==> src/rtl/gate_tb_pkg.sv <==
// Shared types and truth-table constants for the gate sweep driver and the benches that use it.
package gate_tb_pkg;

    typedef enum logic [1:0] {
        ST_IDLE   = 2'd0,
        ST_SETTLE = 2'd1,
        ST_CHECK  = 2'd2,
        ST_FINISH = 2'd3
    } sweep_state_t;

    // Bit k is the expected gate output for input vector k (bit 0 = A, bit 1 = B).
    localparam logic [3:0] FN_AND2  = 4'b1000;
    localparam logic [3:0] FN_OR2   = 4'b1110;
    localparam logic [3:0] FN_XOR2  = 4'b0110;
    localparam logic [3:0] FN_NAND2 = 4'b0111;

endpackage

==> src/rtl/gate_sweep_driver_if.sv <==
// Control, stimulus and result signals between the sweep driver and the gate/bench around it.
interface gate_sweep_driver_if #(
    parameter int N_IN = 2
) ();
    logic            start;
    logic            y;
    logic [N_IN-1:0] vec;
    logic            busy;
    logic            done;
    logic            pass;
    logic [N_IN:0]   err_cnt;
    logic [N_IN-1:0] fail_vec;

    // master is the driver itself; slave is whoever starts it and owns the gate.
    modport master (
        input  start, y,
        output vec, busy, done, pass, err_cnt, fail_vec
    );

    modport slave (
        output start, y,
        input  vec, busy, done, pass, err_cnt, fail_vec
    );
endinterface

==> src/rtl/gate_sweep_timer.sv <==
// Loadable down-counter with a zero flag, used to time the settle interval of each vector.
module gate_sweep_timer #(
    parameter int W = 1
) (
    input  logic         clk,
    input  logic         rst_n,
    input  logic         load,
    input  logic [W-1:0] load_val,
    output logic         zero
);
    logic [W-1:0] count;

    // Load wins over counting; the counter parks at zero once it gets there.
    always_ff @(posedge clk or negedge rst_n) begin
        if (!rst_n) begin
            count <= '0;
        end else if (load) begin
            count <= load_val;
        end else if (count != '0) begin
            count <= count - 1'b1;
        end
    end

    assign zero = (count == '0);
endmodule

==> src/rtl/gate_sweep_driver.sv <==
// Sweeps every input vector onto a small gate, checks Y against GATE_FN and reports errors.
// Define GATE_SWEEP_STOP_ON_FAIL_EN to end the sweep at the first mismatching vector.
module gate_sweep_driver
    import gate_tb_pkg::*;
#(
    parameter int                 N_IN    = 2,
    parameter int                 SETTLE  = 2,
    parameter logic [2**N_IN-1:0] GATE_FN = 4'b1000
) (
    input logic                clk,
    input logic                rst_n,
    gate_sweep_driver_if.master bus
);
    localparam int              CW       = (SETTLE > 1) ? $clog2(SETTLE) : 1;
    localparam logic [CW-1:0]   RELOAD   = CW'(SETTLE - 1);
    localparam logic [N_IN-1:0] LAST_VEC = '1;

    sweep_state_t    state, state_n;
    logic [N_IN-1:0] vec_q, vec_n;
    logic [N_IN:0]   err_q, err_n;
    logic [N_IN-1:0] fail_q, fail_n;
    logic            load;
    logic            zero;
    logic            mismatch;

    gate_sweep_timer #(.W(CW)) u_timer (
        .clk      (clk),
        .rst_n    (rst_n),
        .load     (load),
        .load_val (RELOAD),
        .zero     (zero)
    );

    always_ff @(posedge clk or negedge rst_n) begin
        if (!rst_n) begin
            state  <= ST_IDLE;
            vec_q  <= '0;
            err_q  <= '0;
            fail_q <= '0;
        end else begin
            state  <= state_n;
            vec_q  <= vec_n;
            err_q  <= err_n;
            fail_q <= fail_n;
        end
    end

    // Case-inequality so an X or Z on the gate output is treated as a failure.
    assign mismatch = (bus.y !== GATE_FN[vec_q]);

    always_comb begin
        state_n = state;
        vec_n   = vec_q;
        err_n   = err_q;
        fail_n  = fail_q;
        load    = 1'b0;
        unique case (state)
            ST_IDLE, ST_FINISH: begin
                if (bus.start) begin
                    state_n = ST_SETTLE;
                    vec_n   = '0;
                    err_n   = '0;
                    fail_n  = '0;
                    load    = 1'b1;
                end
            end
            ST_SETTLE: begin
                if (zero) begin
                    state_n = ST_CHECK;
                end
            end
            ST_CHECK: begin
                if (mismatch) begin
                    err_n = err_q + 1'b1;
                    if (err_q == '0) begin
                        fail_n = vec_q;
                    end
                end
`ifdef GATE_SWEEP_STOP_ON_FAIL_EN
                if (mismatch || (vec_q == LAST_VEC)) begin
                    state_n = ST_FINISH;
                end else begin
                    state_n = ST_SETTLE;
                    vec_n   = vec_q + 1'b1;
                    load    = 1'b1;
                end
`else
                if (vec_q == LAST_VEC) begin
                    state_n = ST_FINISH;
                end else begin
                    state_n = ST_SETTLE;
                    vec_n   = vec_q + 1'b1;
                    load    = 1'b1;
                end
`endif
            end
            default: begin
                state_n = ST_IDLE;
            end
        endcase
    end

    assign bus.vec      = vec_q;
    assign bus.busy     = (state == ST_SETTLE) || (state == ST_CHECK);
    assign bus.done     = (state == ST_FINISH);
    assign bus.pass     = (state == ST_FINISH) && (err_q == '0);
    assign bus.err_cnt  = err_q;
    assign bus.fail_vec = fail_q;
endmodule

==> src/flat_wrapper.sv <==
// flat-port wrapper written by rule: the top's interface ports become plain ports
module gate_sweep_driver_flat import gate_tb_pkg::*;
#(
    parameter int                 N_IN    = 2,
    parameter int                 SETTLE  = 2,
    parameter logic [2**N_IN-1:0] GATE_FN = 4'b1000
)
  (clk, rst_n, bus_start, bus_y, bus_vec, bus_busy, bus_done, bus_pass, bus_err_cnt, bus_fail_vec);
  gate_sweep_driver_if #(.N_IN(N_IN)) bus_i ();
  input logic clk;
  input logic rst_n;
  input wire logic [$bits(bus_i.start)-1:0] bus_start;
  input wire logic [$bits(bus_i.y)-1:0] bus_y;
  output wire logic [$bits(bus_i.vec)-1:0] bus_vec;
  output wire logic [$bits(bus_i.busy)-1:0] bus_busy;
  output wire logic [$bits(bus_i.done)-1:0] bus_done;
  output wire logic [$bits(bus_i.pass)-1:0] bus_pass;
  output wire logic [$bits(bus_i.err_cnt)-1:0] bus_err_cnt;
  output wire logic [$bits(bus_i.fail_vec)-1:0] bus_fail_vec;
  assign bus_i.start = bus_start;
  assign bus_i.y = bus_y;
  assign bus_vec = bus_i.vec;
  assign bus_busy = bus_i.busy;
  assign bus_done = bus_i.done;
  assign bus_pass = bus_i.pass;
  assign bus_err_cnt = bus_i.err_cnt;
  assign bus_fail_vec = bus_i.fail_vec;
  gate_sweep_driver #(.N_IN(N_IN), .SETTLE(SETTLE), .GATE_FN(GATE_FN)) u_core (.clk(clk), .rst_n(rst_n), .bus(bus_i));
endmodule
==> config.mk <==
export PLATFORM = sky130hd
export DESIGN_NAME = gate_sweep_driver_flat
export DESIGN_NICKNAME = d
export VERILOG_FILES = /design/src/rtl/gate_tb_pkg.sv /design/src/rtl/gate_sweep_driver_if.sv /design/src/rtl/gate_sweep_timer.sv /design/src/rtl/gate_sweep_driver.sv /design/src/flat_wrapper.sv
export SDC_FILE = /design/constraint.sdc
export NUM_CORES = 1
export LEC_CHECK = 0
export ABC_AREA = 1
export BUFFER_PORTS_ARGS = -buffer_cell sky130_fd_sc_hd__buf_2
export CORE_AREA = 2 2 39 41
export CTS_CLUSTER_SIZE = 12
export DETAILED_ROUTE_END_ITERATION = 8
export DIE_AREA = 0 0 41 43
export GPL_ROUTABILITY_DRIVEN = 0
export PLACE_DENSITY_LB_ADDON = 0.15
export SYNTH_ARGS = -nofsm -noshare
export SYNTH_HDL_FRONTEND = slang
export SYNTH_SLANG_ARGS = --single-unit
==> constraint.sdc <==
create_clock -name clk -period 1.7 [get_ports clk]
set_input_delay 0.085 -clock clk [delete_from_list [all_inputs] [get_ports clk]]
set_output_delay 0.085 -clock clk [all_outputs]
set_load 0.02 [all_outputs]
==> flow_summary_export.csv, run 1 <==
group,metric,value,unit
synthesis,syn-instance-count,84,
global_route,grt_usage,0.168,
synthesis,synth_simple_gate_area_frac,0.250,
sta,tns,0,ns
synthesis,synth-main-ff-cell,"dfrtp_1",
global_route,grt_pass1_wl,1970,um
cells_and_area,fin_nets,115,
synthesis,synth_edf_count,0,
job,maxCapViolations,0,
worst_setup_path,end_kind,"flop",
synthesis,synth_xor_area_frac,0,
worst_setup_path,path_common_cell,"nand2_1",
cells_and_area,nFillCells,139,
routing,first_pass_iters,4,
clocking,clk_latency,0.26,ns
floorplan,dieArea,1760,um2
synthesis,syn_area_per_cell,7.52,um2
clocking,cts_max_level,1,
synthesis,synth.yosys.seq_area_share,0.396,
synthesis,synth_mux_area_frac,0,
routing,ant_nets,0,
sta,hold_viol,0,
worst_setup_path,cp_max_fo,6,
run_status,status,"completed",
floorplan,core-area,1380,um2
floorplan,io_pins,14,
power_and_ir_drop,leakage,0.434,nW
sta,fin_crit_sh,0.899,
synthesis,synth_cell_types,13,
clocking,cts_made_buffers,3,
sta,maxSlewViolCount,0,
clocking,cts_setup_buffers,0,
clocking,root_buffer,"clkbuf_4",
synthesis,synthesis.nets,96,
synthesis,synth.area.top_cells,"dfrtp_1 (40%), ha_1 (16%), nand2_1 (14%)",
global_route,grt_pass1_vias,495,
cells_and_area,register_area,250,um2
worst_setup_path,cp.arrival,1.68,ns
sta,setup_viol,0,
floorplan,die_h,43,um
synthesis,synth_top_family_by_area,"simple AND/OR/NAND/NOR gates",
synthesis,synth_area_leader_cell,"dfrtp_1",
worst_setup_path,worst_ep_required_time,1.85,ns
sta,fin_crit,1.53,ns
cells_and_area,drive_gt1_frac,0.188,
placement,dpl.hpwl,991,um
clocking,cts_resized,0,
cells_and_area,antenna_cells,0,
synthesis,synthTopCellsByCount,"nand2_1 (24), inv_1 (14), dfrtp_1 (10)",
placement,portBuffers,13,
sta,worst_pin_slew,0.259,ns
floorplan,start_util,0.457,
routing,first_iter_violations,13,
synthesis,synth_fa_ha_area_frac,0.158,
synthesis,ys_ff_latch,10,
sta,skew,0.000896,ns
clocking,cts_hold_buf,1,
clocking,numClockSinks,10,
worst_setup_path,worstPathCellList,"inv_1 > ha_1 > a21oi_1 > nand3_1 > nand2_1 > nand2_1",
routing,drc,0,
worst_setup_path,cp-start-kind,"flop",
worst_setup_path,path_class,"reg2reg",
global_route,overflow,0,
cells_and_area,area_delta_synth_final,18.6,%
power_and_ir_drop,cellPowerDensity,1550,nW/um2
cells_and_area,multi_input_area,325,um2
floorplan,die_w,41,um
sta,slew_headroom,0.827,
synthesis,yosys_warnings,0,
floorplan,rows,14,
routing,viasPerCell,4.91,
sta,rsz0062_at_grt,"false",
synthesis,synthArstFlopShare,1.00,
synthesis,yosysTopAreaCellShare,0.396,
global_route,antenna_found_initial,0,
sta,fmax,0.654,GHz
worst_setup_path,critPathMaxStageDelay,0.41,ns
clocking,clk_pin_slew,0.06,ns
routing,routedWlPerCell,10.3,um
power_and_ir_drop,vdd_drop_max,0.912,mV
routing,num_vias,574,
synthesis,synth_compound_area_frac,0.107,
global_route,grt_start_max_net_pins,11,
clocking,cts_buffer_depth,2,
worst_setup_path,cp_slowest_cell,"dfrtp_1",
synthesis,yosysMostFrequentCell,"nand2_1",
synthesis,netlist_area,632,um2
sta,setup_ws,0.172,ns
clocking,cts_tree,"done",
routing,drt_wl_total,1210,um
placement,place_ws,0.188,ns
worst_hold_path,worstHoldPathType,"in2reg",
## layout make-up
cell class	instances	share of cell area
clock buffers	3	0.0301
inverters	15	0.0751
multi-input cells	59	0.434
flip-flops and latches	10	0.334
well taps	16	0.0267
repair buffers	14	0.100
## layer usage
layer  vias to the layer above  share of wire  GRT usage
met5                         -              0          0
met4                         0          0.018      0.100
met3                         4          0.042     0.0314
met2                        10           0.49      0.253
met1                       257           0.45      0.211
li1                        303              -          -
## cells by family after synthesis
family                   Yosys count
AO/OA/AOI/OAI                     13
adder cells (fa/ha/maj)            8
buffers and inverters             15
flip-flops                        10
AND/OR/NAND/NOR                   38
## sequential cells by signal, indices dropped and copies added (netlist names)
name,count
u_core.bus.vec,2
u_core.bus.fail_vec,2
u_core.bus.err_cnt,3
u_core.u_timer.count,1
u_core.state,2
## critical path: cells and delay by family (launching register included)
family	cells	cell delay (ns)
and+or+nand+nor	3	0.27
buffers and inverters	1	0.09
DFF	1	0.41
adders and majority gates	1	0.38
AOI/OAI and AO/OA	1	0.28
## through the flow
stage / power [mW] / std cells / util / area (um2) / hold slack (ns)
floorplan: 0.842 / 84 / - / 632 / -0.211
global placement: 1.00 / 113 / 0.518 / 717 / -0.0357
detailed placement: 1.01 / 113 / 0.518 / 717 / -0.0377
CTS: 1.18 / 117 / 0.542 / 749 / 0.107
global route: 1.29 / 117 / 0.542 / 749 / 0.137
finish: 1.16 / 117 / 0.542 / 749 / 0.109
## worst paths after layout
path	from	cells past startpoint	end	slack, ns
max in group asynchronous	rst_n	2	u_core.u_timer.count	1.30
min in group asynchronous	rst_n	2	u_core.bus.err_cnt[0]	0.21
max	u_core.state[0]	6	u_core.bus.fail_vec[1]	0.17
min	bus_start	3	u_core.u_timer.count	0.11
min reg2reg	u_core.bus.fail_vec[0]	2	u_core.bus.fail_vec[0]	0.46
max reg2reg	u_core.state[0]	6	u_core.bus.fail_vec[1]	0.17
## cells in the final DEF, fill, tap and decap left out
| cell type | synthesis | final |
|---|---|---|
| or2_2 | 1 | 1 |
| nand2_2 | 1 | 1 |
| clkbuf_4 | 0 | 3 |
| inv_1 | 14 | 14 |
| nor2_1 | 6 | 6 |
| buf_2 | 0 | 13 |
| nand3_1 | 4 | 4 |
| dfrtp_1 | 10 | 10 |
| o211ai_1 | 1 | 1 |
| a21oi_1 | 4 | 4 |
| ha_1 | 8 | 8 |
| nand4_1 | 2 | 2 |
| inv_2 | 1 | 1 |
| o21ai_0 | 8 | 8 |
| dlygate4sd3_1 | 0 | 1 |
| nand2_1 | 24 | 24 |
## where the power goes
part / internal, mW / switching (mW)
clock: 0.0816 / 0.0764
combinational: 0.220 / 0.427
sequential: 0.300 / 0.0588
Power figures use the tool's default switching activity.
==> inputs of run 2 (changes only) <==
- RECOVER_POWER: unset -> 50
==> flow_summary_export.csv, run 2 (synthesized netlist as in run 1, its figures left out) <==
group,metric,value,unit
power_and_ir_drop,pwr-share-comb,0.554,
clocking,numClockSinks,10,
worst_setup_path,path_common_cell,"nand2_1",
sta,fin_crit_sh,0.899,
power_and_ir_drop,cellPowerDensity,1560,nW/um2
placement,dpl.hpwl,991,um
worst_setup_path,end_kind,"flop",
global_route,overflow,0,
worst_setup_path,path_class,"reg2reg",
power_and_ir_drop,sw_frac_of_total,0.486,
worst_setup_path,critPathBufInv,1,
placement,place_ws,0.188,ns
routing,viasPerCell,4.89,
floorplan,core-area,1380,um2
power_and_ir_drop,vdd_drop_max,0.911,mV
clocking,cts_made_buffers,3,
sta,slew_headroom,0.642,
cells_and_area,nFillCells,142,
routing,drc,0,
sta,hold_viol,0,
worst_setup_path,cp-start-kind,"flop",
clocking,cts_buffer_depth,2,
cells_and_area,largest_reg_flops,3,
cells_and_area,mostFrequentLayoutCell,"nand2_1",
worst_setup_path,critPathMaxStageDelay,0.41,ns
cells_and_area,fin_cells,117,
clocking,cts_setup_buffers,0,
power_and_ir_drop,p_sw,563,uW
cells_and_area,antenna_cells,0,
cells_and_area,fin_nets,115,
clocking,cts_max_level,1,
run_status,status,"completed",
sta,worst_hold_slack,0.110,ns
power_and_ir_drop,leakage,0.410,nW
job,maxCapViolations,0,
sta,tns,0,ns
clocking,clk_latency,0.26,ns
floorplan,rows,14,
routing,first_pass_iters,4,
routing,drt_wl_total,1210,um
global_route,grt_pass1_wl,1970,um
floorplan,dieArea,1760,um2
cells_and_area,layout_common_cells,"nand2_1 (24), inv_1 (14), dfrtp_1 (10)",
cells_and_area,drive_gt1_frac,0.129,
global_route,grt_pass1_vias,495,
clocking,cts_tree,"done",
floorplan,start_util,0.457,
floorplan,io_pins,14,
routing,num_vias,572,
global_route,grt_usage,0.168,
sta,fin_crit,1.53,ns
sta,setup_ws,0.172,ns
worst_setup_path,crit_family,"flip-flops",
placement,dp_cells,113,
clocking,root_buffer,"clkbuf_4",
worst_setup_path,worstPathCellList,"inv_1 > ha_1 > a21oi_1 > nand3_1 > nand2_1 > nand2_1",
floorplan,die_w,41,um
worst_hold_path,worstHoldPathType,"in2reg",
worst_setup_path,cp.arrival,1.68,ns
sta,rsz0062_at_grt,"false",
floorplan,die_h,43,um
sta,skew,0.000958,ns
worst_setup_path,cp_max_fo,6,
power_and_ir_drop,clkPwrFrac,0.136,
routing,ant_nets,0,
sta,worst_pin_slew,0.538,ns
cells_and_area,area_delta_synth_final,17.4,%
worst_setup_path,worst_ep_required_time,1.85,ns
global_route,antenna_found_initial,0,
clocking,clk_pin_slew,0.06,ns
sta,setup_viol,0,
global_route,grt_start_max_net_pins,11,
worst_setup_path,cp_slowest_cell,"dfrtp_1",
power_and_ir_drop,finalPower,1.16,mW
sta,maxSlewViolCount,0,
sta,fmax,0.654,GHz
power_and_ir_drop,p_int,595,uW
routing,routedWlPerCell,10.3,um
clocking,cts_resized,0,
routing,first_iter_violations,13,
power_and_ir_drop,seqPwrFrac,0.310,
placement,portBuffers,13,
run 2: path summary, 6_finish.rpt:
check / endpoint / startpoint / depth (start not counted) / slack (ns)
min reg2reg: u_core.bus.fail_vec[0] / u_core.bus.fail_vec[0] / 2 / 0.47
max reg2reg: u_core.bus.fail_vec[1] / u_core.state[0] / 6 / 0.17
min: u_core.u_timer.count / bus_start / 3 / 0.11
max: u_core.bus.fail_vec[1] / u_core.state[0] / 6 / 0.17
max in group asynchronous: u_core.u_timer.count / rst_n / 2 / 1.03
min in group asynchronous: u_core.bus.err_cnt[0] / rst_n / 2 / 0.31
run 2: final cells by class:
cell class / instances / area (um2) / area share
timing repair buffer: 14 / 67.6 / 0.0911
tap: 16 / 20.0 / 0.0270
multi-input combinational: 59 / 325 / 0.438
inverter: 15 / 56.3 / 0.0759
clock buffer: 3 / 22.5 / 0.0304
sequential: 10 / 250 / 0.337
run 2: worst reg2reg max path: cells and delay by family, from the launching register on:
family,cells,cell delay [ns]
AOI/OAI and AO/OA,1,0.28
buffers and inverters,1,0.09
and+or+nand+nor,3,0.27
adders and majority gates,1,0.38
DFF,1,0.41
run 2: power by group through the flow:
stage                     combinational, mW  sequential [mW]  clock, mW
after detailed placement              0.651            0.363          0
after floorplan                       0.453            0.389          0
after global placement                0.640            0.361          0
final                                 0.641            0.359      0.158
after global routing                  0.737            0.369      0.175
after CTS                             0.656            0.358      0.164
run 2: repair_timing:
action	4_1_cts	5_1_grt
setup endpoints to repair	0	0
hold endpoints to repair	10	0
hold buffers	1	0
run 2: per-stage QoR:
| step | util | instance area (um2) |
|---|---|---|
| 6_report | 0.536 | 742 |
| 5_1_grt | 0.536 | 742 |
| 4_1_cts | 0.542 | 749 |
| 3_5_place_dp | 0.518 | 717 |
| 3_3_place_gp | 0.518 | 717 |
| 2_1_floorplan | - | 632 |
run 2: layer usage:
| metal | share of wire | track usage | wire [um] | up-vias |
|---|---|---|---|---|
| met3 | 0.044 | 0.0314 | 53 | 4 |
| met1 | 0.45 | 0.211 | 542 | 256 |
| met2 | 0.49 | 0.253 | 588 | 10 |
| li1 | - | - | - | 302 |
| met4 | 0.018 | 0.100 | 22 | 0 |
| met5 | 0 | 0 | 0 | - |
